===== src/rtl/game_pkg.sv =====
// rtl/game_pkg.sv - shared state, op encodings and timing defaults for the game frame controller
package game_pkg;

    typedef enum logic [3:0] {
        ST_IDLE,
        ST_START_WAIT,
        ST_CLEAR,
        ST_LOAD,
        ST_DRAW,
        ST_CHECK,
        ST_WAIT,
        ST_ERASE,
        ST_OVER
    } game_state_t;

    localparam logic [1:0] OP_DRAW  = 2'b00;
    localparam logic [1:0] OP_ERASE = 2'b01;
    localparam logic [1:0] OP_OVER  = 2'b10;

    localparam int FRAME_TICKS_30HZ    = 1666666;
    localparam int PIX_PER_OBJ_DEFAULT = 250;

    // A single sprite still needs a one-bit select so the port never collapses to zero width.
    function automatic int sel_width(input int n);
        return (n > 1) ? $clog2(n) : 1;
    endfunction

endpackage


===== src/rtl/game_frame_ctrl_if.sv =====
// rtl/game_frame_ctrl_if.sv - control/strobe bundle between the frame controller and its neighbours
interface game_frame_ctrl_if #(
    parameter int OBJ_W   = 1,
    parameter int PIX_W   = 8,
    parameter int FRAME_W = 16
);
    logic               start;
    logic               pause;
    logic               collide;
    logic               plot;
    logic [1:0]         op;
    logic [OBJ_W-1:0]   obj_sel;
    logic [PIX_W-1:0]   pix_idx;
    logic               move_en;
    logic               load_coord;
    logic               dp_reset;
    logic               game_over;
    logic [FRAME_W-1:0] frame_cnt;

    modport master (
        input  start, pause, collide,
        output plot, op, obj_sel, pix_idx, move_en, load_coord, dp_reset, game_over, frame_cnt
    );

    modport slave (
        output start, pause, collide,
        input  plot, op, obj_sel, pix_idx, move_en, load_coord, dp_reset, game_over, frame_cnt
    );
endinterface


===== src/rtl/game_frame_ctrl_sprite_scan_cnt.sv =====
// rtl/game_frame_ctrl_sprite_scan_cnt.sv - nested sprite/pixel scan counter shared by draw, erase and recolour
module sprite_scan_cnt #(
    parameter int N_OBJ       = 2,
    parameter int PIX_PER_OBJ = 250,
    parameter int OBJ_W       = 1,
    parameter int PIX_W       = 8
) (
    input  logic             clk,
    input  logic             reset,
    input  logic             clr,
    input  logic             en,
    output logic [OBJ_W-1:0] obj,
    output logic [PIX_W-1:0] pix,
    output logic             last
);
    localparam logic [OBJ_W-1:0] OBJ_LAST = OBJ_W'(N_OBJ - 1);
    localparam logic [PIX_W-1:0] PIX_LAST = PIX_W'(PIX_PER_OBJ - 1);

    assign last = (obj == OBJ_LAST) && (pix == PIX_LAST);

    // A full pass wraps back to (0,0), so the counter is already cleared when the pass ends.
    always_ff @(posedge clk) begin
        if (reset || clr) begin
            obj <= '0;
            pix <= '0;
        end else if (en) begin
            if (pix == PIX_LAST) begin
                pix <= '0;
                obj <= (obj == OBJ_LAST) ? '0 : obj + OBJ_W'(1);
            end else begin
                pix <= pix + PIX_W'(1);
            end
        end
    end
endmodule


===== src/rtl/game_frame_ctrl.sv =====
// rtl/game_frame_ctrl.sv - frame loop sequencer: draw, collision check, timed wait, erase, game-over recolour
module game_frame_ctrl
    import game_pkg::*;
#(
    parameter int N_OBJ       = 2,
    parameter int PIX_PER_OBJ = PIX_PER_OBJ_DEFAULT,
    parameter int FRAME_TICKS = FRAME_TICKS_30HZ,
    parameter int FRAME_W     = 16
) (
    input  logic              clk,
    input  logic              reset,
    game_frame_ctrl_if.master ctrl
);
    localparam int OBJ_W  = sel_width(N_OBJ);
    localparam int PIX_W  = $clog2(PIX_PER_OBJ);
    localparam int WAIT_W = $clog2(FRAME_TICKS);
    localparam logic [WAIT_W-1:0] WAIT_LAST = WAIT_W'(FRAME_TICKS - 1);

    game_state_t        state;
    logic [WAIT_W-1:0]  wait_cnt;
    logic [FRAME_W-1:0] frame_cnt;
    logic               over_done;

    logic               scan_clr;
    logic               scan_en;
    logic               scan_last;
    logic [OBJ_W-1:0]   scan_obj;
    logic [PIX_W-1:0]   scan_pix;

    assign scan_en  = (state == ST_DRAW) || (state == ST_ERASE) ||
                      ((state == ST_OVER) && !over_done);
    // Only leaving OVER can abandon a pass midway; every other exit happens on the wrap.
    assign scan_clr = (state == ST_OVER) && ctrl.start;

    sprite_scan_cnt #(
        .N_OBJ      (N_OBJ),
        .PIX_PER_OBJ(PIX_PER_OBJ),
        .OBJ_W      (OBJ_W),
        .PIX_W      (PIX_W)
    ) u_scan (
        .clk  (clk),
        .reset(reset),
        .clr  (scan_clr),
        .en   (scan_en),
        .obj  (scan_obj),
        .pix  (scan_pix),
        .last (scan_last)
    );

    always_ff @(posedge clk) begin
        if (reset) begin
            state     <= ST_IDLE;
            wait_cnt  <= '0;
            frame_cnt <= '0;
            over_done <= 1'b0;
        end else begin
            case (state)
                ST_IDLE: begin
                    if (ctrl.start) state <= ST_START_WAIT;
                end
                ST_START_WAIT: begin
                    if (!ctrl.start) state <= ST_CLEAR;
                end
                ST_CLEAR: begin
                    frame_cnt <= '0;
                    state     <= ST_LOAD;
                end
                ST_LOAD: begin
                    state <= ST_DRAW;
                end
                ST_DRAW: begin
                    if (scan_last) state <= ST_CHECK;
                end
                ST_CHECK: begin
                    over_done <= 1'b0;
                    state     <= ctrl.collide ? ST_OVER : ST_WAIT;
                end
                ST_WAIT: begin
                    if (!ctrl.pause) begin
                        if (wait_cnt == WAIT_LAST) begin
                            wait_cnt <= '0;
                            if (frame_cnt != '1) frame_cnt <= frame_cnt + FRAME_W'(1);
                            state <= ST_ERASE;
                        end else begin
                            wait_cnt <= wait_cnt + WAIT_W'(1);
                        end
                    end
                end
                ST_ERASE: begin
                    if (scan_last) state <= ST_LOAD;
                end
                ST_OVER: begin
                    if (ctrl.start) begin
                        over_done <= 1'b0;
                        state     <= ST_START_WAIT;
                    end else if (scan_last && !over_done) begin
                        over_done <= 1'b1;
                    end
                end
                default: state <= ST_IDLE;
            endcase
        end
    end

    assign ctrl.plot       = scan_en;
    assign ctrl.op         = (state == ST_ERASE) ? OP_ERASE :
                             ((state == ST_OVER) && !over_done) ? OP_OVER : OP_DRAW;
    assign ctrl.obj_sel    = scan_obj;
    assign ctrl.pix_idx    = scan_pix;
    assign ctrl.move_en    = (state == ST_DRAW) || (state == ST_WAIT);
    assign ctrl.load_coord = (state == ST_LOAD);
    assign ctrl.dp_reset   = (state == ST_CLEAR);
    assign ctrl.game_over  = (state == ST_OVER);
    assign ctrl.frame_cnt  = frame_cnt;
endmodule

===== src/flat_wrapper.sv =====
// flat-port wrapper written by rule: the top's interface ports become plain ports
module game_frame_ctrl_flat import game_pkg::*;
#(
    parameter int N_OBJ       = 2,
    parameter int PIX_PER_OBJ = PIX_PER_OBJ_DEFAULT,
    parameter int FRAME_TICKS = FRAME_TICKS_30HZ,
    parameter int FRAME_W     = 16
)
  (clk, reset, ctrl_start, ctrl_pause, ctrl_collide, ctrl_plot, ctrl_op, ctrl_obj_sel, ctrl_pix_idx, ctrl_move_en, ctrl_load_coord, ctrl_dp_reset, ctrl_game_over, ctrl_frame_cnt);
  game_frame_ctrl_if #(.FRAME_W(FRAME_W)) ctrl_i ();
  input  logic clk;
  input  logic reset;
  input wire logic [$bits(ctrl_i.start)-1:0] ctrl_start;
  input wire logic [$bits(ctrl_i.pause)-1:0] ctrl_pause;
  input wire logic [$bits(ctrl_i.collide)-1:0] ctrl_collide;
  output wire logic [$bits(ctrl_i.plot)-1:0] ctrl_plot;
  output wire logic [$bits(ctrl_i.op)-1:0] ctrl_op;
  output wire logic [$bits(ctrl_i.obj_sel)-1:0] ctrl_obj_sel;
  output wire logic [$bits(ctrl_i.pix_idx)-1:0] ctrl_pix_idx;
  output wire logic [$bits(ctrl_i.move_en)-1:0] ctrl_move_en;
  output wire logic [$bits(ctrl_i.load_coord)-1:0] ctrl_load_coord;
  output wire logic [$bits(ctrl_i.dp_reset)-1:0] ctrl_dp_reset;
  output wire logic [$bits(ctrl_i.game_over)-1:0] ctrl_game_over;
  output wire logic [$bits(ctrl_i.frame_cnt)-1:0] ctrl_frame_cnt;
  assign ctrl_i.start = ctrl_start;
  assign ctrl_i.pause = ctrl_pause;
  assign ctrl_i.collide = ctrl_collide;
  assign ctrl_plot = ctrl_i.plot;
  assign ctrl_op = ctrl_i.op;
  assign ctrl_obj_sel = ctrl_i.obj_sel;
  assign ctrl_pix_idx = ctrl_i.pix_idx;
  assign ctrl_move_en = ctrl_i.move_en;
  assign ctrl_load_coord = ctrl_i.load_coord;
  assign ctrl_dp_reset = ctrl_i.dp_reset;
  assign ctrl_game_over = ctrl_i.game_over;
  assign ctrl_frame_cnt = ctrl_i.frame_cnt;
  game_frame_ctrl #(.N_OBJ(N_OBJ), .PIX_PER_OBJ(PIX_PER_OBJ), .FRAME_TICKS(FRAME_TICKS), .FRAME_W(FRAME_W)) u_core (.clk(clk), .reset(reset), .ctrl(ctrl_i));
endmodule

===== config.mk =====
export PLATFORM = sky130hd
export DESIGN_NAME = game_frame_ctrl_flat
export DESIGN_NICKNAME = d
export VERILOG_FILES = /design/src/rtl/game_pkg.sv /design/src/rtl/game_frame_ctrl_if.sv /design/src/rtl/game_frame_ctrl_sprite_scan_cnt.sv /design/src/rtl/game_frame_ctrl.sv /design/src/flat_wrapper.sv
export SDC_FILE = /design/constraint.sdc
export NUM_CORES = 1
export LEC_CHECK = 0
export ABC_AREA = 1
export BUFFER_PORTS_ARGS = -buffer_cell sky130_fd_sc_hd__buf_2
export CAP_MARGIN = 20
export CORE_ASPECT_RATIO = 0.75
export CORE_MARGIN = 3
export CORE_UTILIZATION = 40
export DETAILED_ROUTE_END_ITERATION = 8
export PLACE_DENSITY_LB_ADDON = 0.25
export SLEW_MARGIN = 20
export SYNTH_ARGS = -nofsm -noshare
export SYNTH_HDL_FRONTEND = slang
export SYNTH_SLANG_ARGS = --single-unit

===== constraint.sdc =====
create_clock -name clk -period 4.11 [get_ports clk]
set_input_delay 0 -clock clk [delete_from_list [all_inputs] [get_ports clk]]
set_output_delay 0 -clock clk [all_outputs]
set_load 0.02 [all_outputs]

==> results by group, run 1 <==
Placed design
  – Setup WS pre-CTS: around 1.9 ns
  – DP HPWL: just under 6 mm
  – Area post-placement: roughly 3500 µm²
  – I/O Buffers: 36
  – Routability congestion estimate: between 0.9 and 1

Detailed routing
  – Routed len/inst: between 10 and 15 µm
  – Met2 wire length: 3.09 mm
  – Final antenna-violating net count: 0
  – Vias post-DR: between 3000 and 4000
  – Post-DR vias/cell: 4.96
  – Iteration-0 DRC Markers: around 230
  – Max Used Layer: met4
  – Routed length on met1: between 4 and 5 mm
  – Drt pass-1 iters: 5
  – Metal3 WL: about 520 µm
  – DRC: 0
  – WL final: 7.88 mm

Timing
  – Fmax: between 400 and 500 MHz
  – Worst slew margin: 0.520
  – Fin. max-slew vios: 0
  – Setup_tns: 0 ns
  – Setup Viol. Count Final: 0
  – Setup ws final: roughly 1.8 ns
  – Final hold violation count: 0
  – Hold_ws: around 0.010 ns
  – Worst-margin pin slew: 0.718 ns
  – RSZ-0062 raised after global routing: no
  – Tmin final: 2.31 ns
  – Final period util: 0.562
  – Max Clock Skew: between 0.007 and 0.008 ns

Worst setup path
  – Cells along the critical path: nor2_4 > nand2_4 > inv_1 > nand2_1 > nand3_4 > a21oi_1 > nor2_1
  – Worst Path Arrival: roughly 2.5 ns
  – Max incr delay on CP: 0.57 ns
  – WP buf/inv: 1
  – CP Launch Type: register
  – RR Startpoint: u_core.state[0]
  – R2r setup slk: between 1.5 and 2 ns
  – RR Endpoint: u_core.ctrl.frame_cnt[13]
  – Req. time, crit path: about 4.3 ns
  – Cell family with the largest share of critical-path delay: simple AND/OR/NAND/NOR gates
  – CP Max Fanout: 22
  – R2R depth: 7
  – Setup crit end kind: register
  – Crit-path slowest cell: nand2_1
  – Crit Path Class: reg -> reg

Yosys
  – Post-Synthesis Cells: 520
  – Post-Syn Area: around 3200 µm²
  – Synth warnings: 0
  – Dominant cells by area after synthesis: dfxtp_1 32%, nand2_1 16%, nor2_1 9.7%, inv_1 8.9%, nand4_1 5.0%
  – Top FF cell, synth: dfxtp_1
  – Mean Syn Cell Area: between 6 and 7 µm²
  – Async SR Flop Fraction: 0
  – Number of synthesized flops with an enable pin: 0
  – Syn Nets: 530
  – Register area share after synthesis: 0.317
  – Cell variety after synth: 36
  – Top-area cell type share of the netlist area: 0.317
  – Area leader, netlist: dfxtp_1
  – Synth Register Bits: just over 50

Die
  – DIE WIDTH: ~110 µm
  – Ports: 37
  – Die footprint: roughly 9000 µm²
  – Core footprint: around 7600 µm²
  – Initial Util: 0.426
  – Die H: roughly 84 µm
  – Core Rows: 27

Finish
  – Layout fillers: approximately 800
  – Fraction of layout cells with a size suffix above 1: 0.114
  – Number of nets in the layout: ~560
  – Area Growth Syn to Fin: 10.3%
  – Final Cell Area: 3550 µm²
  – Inserted Diodes: 0

Clock network
  – H-tree depth: 2
  – Root buffer cell: clkbuf_8
  – Clock tree buffer depth: 2
  – CTS tree: yes
  – Clock Sinks: 51
  – Worst-path clk slew: ~0.1 ns
  – Number of CTS-inserted buffers: 5
  – Clk_lat worst skew: around 0.3 ns

Global routing
  – Largest net degree at the start of global routing: 23
  – Total global routing overflow: 0
  – First-pass GRT wire length: 13.6 mm
  – Initial antenna violation count: 0
  – Number of global-route vias before repair: 2885
  – All-Layer GR Usage: 0.178

Pwr
  – Pleak: 0.00155 µW
  – Power Density: approximately 380 nW/µm²
  – Max VDD drop: between 0.15 and 0.2 mV

Run
  – Max cap viols: 0

Worst hold path
  – Worst hold start: ctrl_start
  – Hold depth: 4
  – Worst hold path endpoint: u_core.state[3]
  – Worst hold-check path type: in -> reg

Status
  – Status: completed
state kept, by name, indices dropped and copies added (netlist names):
register and count:
u_core.ctrl.frame_cnt 16, u_core.wait_cnt 21, u_core.state 4, u_core.over_done 1
u_core.u_scan.pix 8, u_core.u_scan.obj 1
cells in the mapped netlist (2+ instances only):
cell type / instances
or2_2: 2
nor2_1: 83
nand2_1: 139
buf_6: 3
a21oi_1: 31
or2_0: 2
nand4_1: 26
nor3b_1: 3
inv_1: 76
o21ai_1: 2
nand3_1: 32
dfxtp_1: 51
clkbuf_1: 2
inv_2: 3
o21ai_0: 11
nor3_1: 14
nor2_4: 3
and3_2: 2
nand2_4: 3
nor2_2: 2
xor2_1: 8
buf_2: 4
ha_1: 5
worst register-to-register path, delay by kind of cell (launching register included):
family,cells,cell delay [ns]
DFF,1,0.52
buffers and inverters,1,0.18
and+or+nand+nor,5,1.29
AOI/OAI and AO/OA,1,0.22
power by group:
| group | internal [µW] | switching [µW] |
|---|---|---|
| logic | 144 | 322 |
| clock network | 120 | 171 |
| registers | 532 | 47.3 |
| total | 796 | 540 |
per-stage QoR:
step                       util  power (µW)  instances
after CTS                 0.470        1340        656
after global placement    0.458        1050        647
after detailed placement  0.458        1050        647
final                     0.470        1340        656
after floorplan               -         968        520
after global routing      0.470        1430        656
placed cells by master, fill, tap and decap left out, types with 3 or more instances in the layout:
| master | n |
|---|---|
| nand2_1 | 139 |
| nor2_1 | 83 |
| inv_1 | 76 |
| dfxtp_1 | 51 |
| buf_2 | 36 |
| nand3_1 | 32 |
| a21oi_1 | 31 |
| nand4_1 | 26 |
| nor3_1 | 14 |
| o21ai_0 | 11 |
| xor2_1 | 8 |
| ha_1 | 5 |
| clkbuf_8 | 5 |
| nor2_4 | 3 |
| inv_2 | 3 |
| nand2_4 | 3 |
| nor3b_1 | 3 |
kinds of logic (layout without fill, tap and decap cells):
group           after synthesis  after routing  share of synthesized area
simple gates                318            318                      0.450
buf+inv                      90            125                      0.115
compound gates               47             47                     0.0750
flops                        51             51                      0.317
xor+xnor                      9              9                     0.0245
fa+ha+maj                     5              5                     0.0194
metal layers:
layer	global-route usage	vias to the layer above
li1	-	1716
met1	0.284	1438
met2	0.247	98
met3	0.0302	5
met4	0.0328	0
met5	0	-
how the worst max path moves through the flow:
stage	startpoint	to	slack, ns	cells after the start
floorplan	u_core.ctrl.frame_cnt[1]	u_core.ctrl.frame_cnt[2]	2.37	10
global placement	u_core.state[0]	u_core.ctrl.frame_cnt[0]	1.93	7
detailed placement	u_core.state[0]	u_core.ctrl.frame_cnt[0]	1.86	7
CTS	u_core.state[0]	u_core.ctrl.frame_cnt[13]	1.83	7
global route	u_core.state[0]	u_core.ctrl.frame_cnt[13]	1.54	8
finish	u_core.state[0]	u_core.ctrl.frame_cnt[13]	1.80	7
area by class of cell:
cell class / instances / area [µm²] / area share
inverter: 79 / 297 / 0.0834
sequential: 51 / 1020 / 0.287
clock buffer: 7 / 76.3 / 0.0215
clock inverter: 1 / 5.00 / 0.00141
tap: 101 / 126 / 0.0356
timing repair buffer: 38 / 198 / 0.0556
multi-input combinational: 379 / 1830 / 0.515
timing repair:
action | CTS | global route
gates resized for setup | 0 | 0
setup buffers | 0 | 0
hold buffers | 1 | 0
hold endpoints to repair | 1 | 0
Note: power is estimated with default switching activity, not from simulation.
==> run 2, diff against run 1 <==
--- a/config.mk
+++ b/config.mk
@@ -5,7 +5,7 @@
 export SDC_FILE = /design/constraint.sdc
 export NUM_CORES = 1
 export LEC_CHECK = 0
-export ABC_AREA = 1
+export ABC_AREA = 0
 export BUFFER_PORTS_ARGS = -buffer_cell sky130_fd_sc_hd__buf_2
 export CAP_MARGIN = 20
 export CORE_ASPECT_RATIO = 0.75
==> constraint.sdc (replaced) <==
create_clock -name clk -period 2 [get_ports clk]
set_input_delay 0 -clock clk [delete_from_list [all_inputs] [get_ports clk]]
set_output_delay 0 -clock clk [all_outputs]
set_load 0.02 [all_outputs]
==> results by group, run 2 <==
Finish
  – Post-Layout Cell Count: 500 (-24%)
  – Fraction of layout cells with a size suffix above 1: 0.301 (+0.187)
  – Most common cell after layout, fill and taps aside: nor2_1
  – Layout fillers: 623 (-22%)
  – Largest Register: u_core.wait_cnt
  – Biggest regs: u_core.wait_cnt: 21 flops, u_core.ctrl.frame_cnt: 16 flops, u_core.u_scan.pix: 8 flops
  – Utilization after layout: 0.556 (+0.0858)
  – Inserted Diodes: 0 (unchanged)
  – Most frequent cells in the layout: 51 x nor2_1, 50 x buf_4, 43 x dfxtp_1, 36 x buf_2, 34 x nand2_1
  – Number of nets in the layout: 428 (-24%)
  – Area Growth Syn to Fin: 31.7%
  – Max reg flops: 21 (unchanged)

Yosys
  – Synth Register Bits: 51 (unchanged)
  – Post-synthesis mux area share: 0 (unchanged)
  – Post-Syn Area: 2720 µm² (-16%)
  – Simple-gate share of the synthesized area: 0.321 (-0.128)
  – Cell variety after synth: 55 (+53%)
  – Async SR Flop Fraction: 0 (unchanged)
  – Top-area cell type share of the netlist area: 0.376 (+0.0586)
  – Number of synthesized flops with an enable pin: 0 (unchanged)
  – Mean Syn Cell Area: 8.09 µm² (+31%)
  – Post-Synth XOR/XNOR Area: 0.0870 (+0.0625)
  – Register area share after synthesis: 0.376 (+0.0586)
  – Dominant cells by area after synthesis: dfxtp_1 38%, xor2_1 7.1%, nor2_1 7.0%, nand2_1 4.7%, nand3_1 2.9%
  – Main combinational cell family by area after synthesis: simple AND/OR/NAND/NOR gates
  – Top FF cell, synth: dfxtp_1
  – Area leader, netlist: dfxtp_1
  – Syn Nets: 346 (-35%)
  – Synth Area in Adders: 0.0230 (+0.00359)
  – Post-Synthesis Cells: 336 (-35%)
  – Post-synthesis compound-gate area fraction: 0.159 (+0.0838)
  – Synth cell count leaders: 51 x dfxtp_1, 51 x nor2_1, 34 x nand2_1
  – Synth warnings: 0 (unchanged)

Global routing
  – Number of global-route vias before repair: 2492 (-14%)
  – Largest net degree at the start of global routing: 17 (-26%)
  – First-pass GRT wire length: 11.7 mm (-14%)
  – Total global routing overflow: 0 (unchanged)
  – Initial antenna violation count: 0 (unchanged)
  – All-Layer GR Usage: 0.182 (+0.00434)

Die
  – Core Rows: 25 (-7.4%)
  – Core footprint: 6440 µm² (-15%)
  – Die footprint: 7830 µm² (-15%)
  – Die H: 77.4 µm (-7.6%)
  – DIE WIDTH: 101 µm (-7.7%)
  – Initial Util: 0.422 (-0.00382)
  – Ports: 37 (unchanged)

Pwr
  – Pleak: 0.00152 µW (-2.2%)
  – Max VDD drop: 0.332 mV (+77%)
  – Power Density: 691 nW/µm² (+84%)

Worst setup path
  – Req. time, crit path: 2.19 ns (-2.12 ns)
  – Crit-path slowest cell: dfxtp_4
  – Max incr delay on CP: 0.36 ns (-0.21 ns)
  – Cells along the critical path: nor4b_4 > and4_4 > o2111ai_4 > o31a_1 > o311ai_2 > o41ai_2
  – Worst Path Arrival: 2.16 ns (-0.35 ns)
  – Setup crit end kind: register
  – CP Max Fanout: 5 (-77%)
  – Cell family with the largest share of critical-path delay: compound AO/OA/AOI/OAI gates
  – Crit Path Class: reg -> reg
  – CP Launch Type: register
  – WP buf/inv: 0 (-1)

Timing
  – Fmax: 507 MHz (+17%)
  – Setup_tns: 0 ns (unchanged)
  – Tmin final: 1.97 ns (-0.340 ns)
  – Fin. max-slew vios: 0 (unchanged)
  – Max Clock Skew: 0.00892 ns (+0.00136 ns)
  – Setup Viol. Count Final: 0 (unchanged)
  – Worst slew margin: 0.677 (+0.157)
  – RSZ-0062 raised after global routing: yes
  – Final hold violation count: 0 (unchanged)
  – Worst-margin pin slew: 0.481 ns (-0.237 ns)
  – Final period util: 0.985 (+0.423)
  – Setup ws final: 0.0290 ns (-1.77 ns)

Run
  – Max cap viols: 0 (unchanged)

Placed design
  – Setup WS pre-CTS: -0.0260 ns (-1.89 ns)
  – DP HPWL: 5.12 mm (-13%)
  – Cell total after placement: 482 (-26%)
  – Routability congestion estimate: 0.946 (+3.5%)
  – I/O Buffers: 36 (unchanged)

Detailed routing
  – Vias post-DR: 2742 (-16%)
  – WL final: 6.91 mm (-12%)
  – Post-DR vias/cell: 5.48 (+10%)
  – Routed len/inst: 13.8 µm (+15%)
  – Final antenna-violating net count: 0 (unchanged)
  – Iteration-0 DRC Markers: 155 (-33%)
  – Drt pass-1 iters: 4 (-1)
  – DRC: 0 (unchanged)

Clock network
  – Clk_lat worst skew: 0.31 ns (about the same)
  – Root buffer cell: clkbuf_8
  – Clock tree buffer depth: 2 (unchanged)
  – Clock Sinks: 51 (unchanged)
  – CTS tree: yes
  – Number of CTS-inserted buffers: 5 (unchanged)
  – Worst-path clk slew: 0.10 ns (about the same)
  – H-tree depth: 2 (unchanged)

Status
  – Status: completed

Worst hold path
  – Worst hold-check path type: in -> reg
run 2: worst min-delay path, stage by stage:
cell and delay [ns]:
buf_2 0.10, nand2_1 0.05, nand2_1 0.11, nor2_1 0.06
run 2: kinds of logic (layout without fill, tap and decap cells):
kind of cell               count (synthesis)  count (layout)
AOI/OAI and AO/OA                         64              64
xor gates and xnor gates                  27              27
adders and majority gates                  5               5
buffers and inverters                     22             105
DFF                                       51              51
and+or+nand+nor                          167             167
run 2: path summary, 6_finish.rpt:
| path | endpoint | slack, ns | depth (start not counted) | from |
|---|---|---|---|---|
| worst max-delay path | u_core.ctrl.frame_cnt[13] | 0.03 | 6 | u_core.wait_cnt[17] |
| worst min-delay path | u_core.u_scan.pix[1] | 0.06 | 4 | ctrl_start |
| worst min register to register | u_core.u_scan.pix[7] | 0.51 | 2 | u_core.u_scan.pix[7] |
| worst max register to register | u_core.ctrl.frame_cnt[13] | 0.03 | 6 | u_core.wait_cnt[17] |
run 2: repair_timing:
action                     4_1_cts  5_1_grt
pin swaps                        2       11
setup endpoints to repair        6       32
resized for setup                4       26
hold buffers                     2        0
buffers inserted                 3        5
cloned                           0        0
hold endpoints to repair         4        0
run 2: power by group:
| part | switching [µW] | total [µW] | internal, µW |
|---|---|---|---|
| combinational | 374 | 651 | 277 |
| clock | 346 | 719 | 373 |
| sequential | 48.8 | 1100 | 1050 |
| total | 769 | 2470 | 1700 |
run 2: per-stage QoR:
stage	hold slack [ns]	area, µm²	power, µW
floorplan	0.140	2720	1550
global placement	0.289	3260	1740
detailed placement	0.307	3260	1750
CTS	0.0393	3430	2480
global route	0.0735	3580	2630
finish	0.0554	3580	2470
run 2: area by class of cell:
cell class,instances,area (µm²),area share
Sequential cell,51,1030,0.289
Tap cell,81,101,0.0283
Timing Repair Buffer,88,576,0.161
Clock buffer,5,68.8,0.0192
Clock inverter,3,43.8,0.0122
Multi-Input combinational cell,263,1720,0.481
Inverter,9,33.8,0.00944
run 2: layer usage:
layer  global-route usage  share of wire  up-vias
met1                0.288           0.52     1276
met2                0.251           0.41       82
met4               0.0518          0.013        0
met5                    0              0        -
li1                     -              -     1372
met3               0.0296          0.055       12
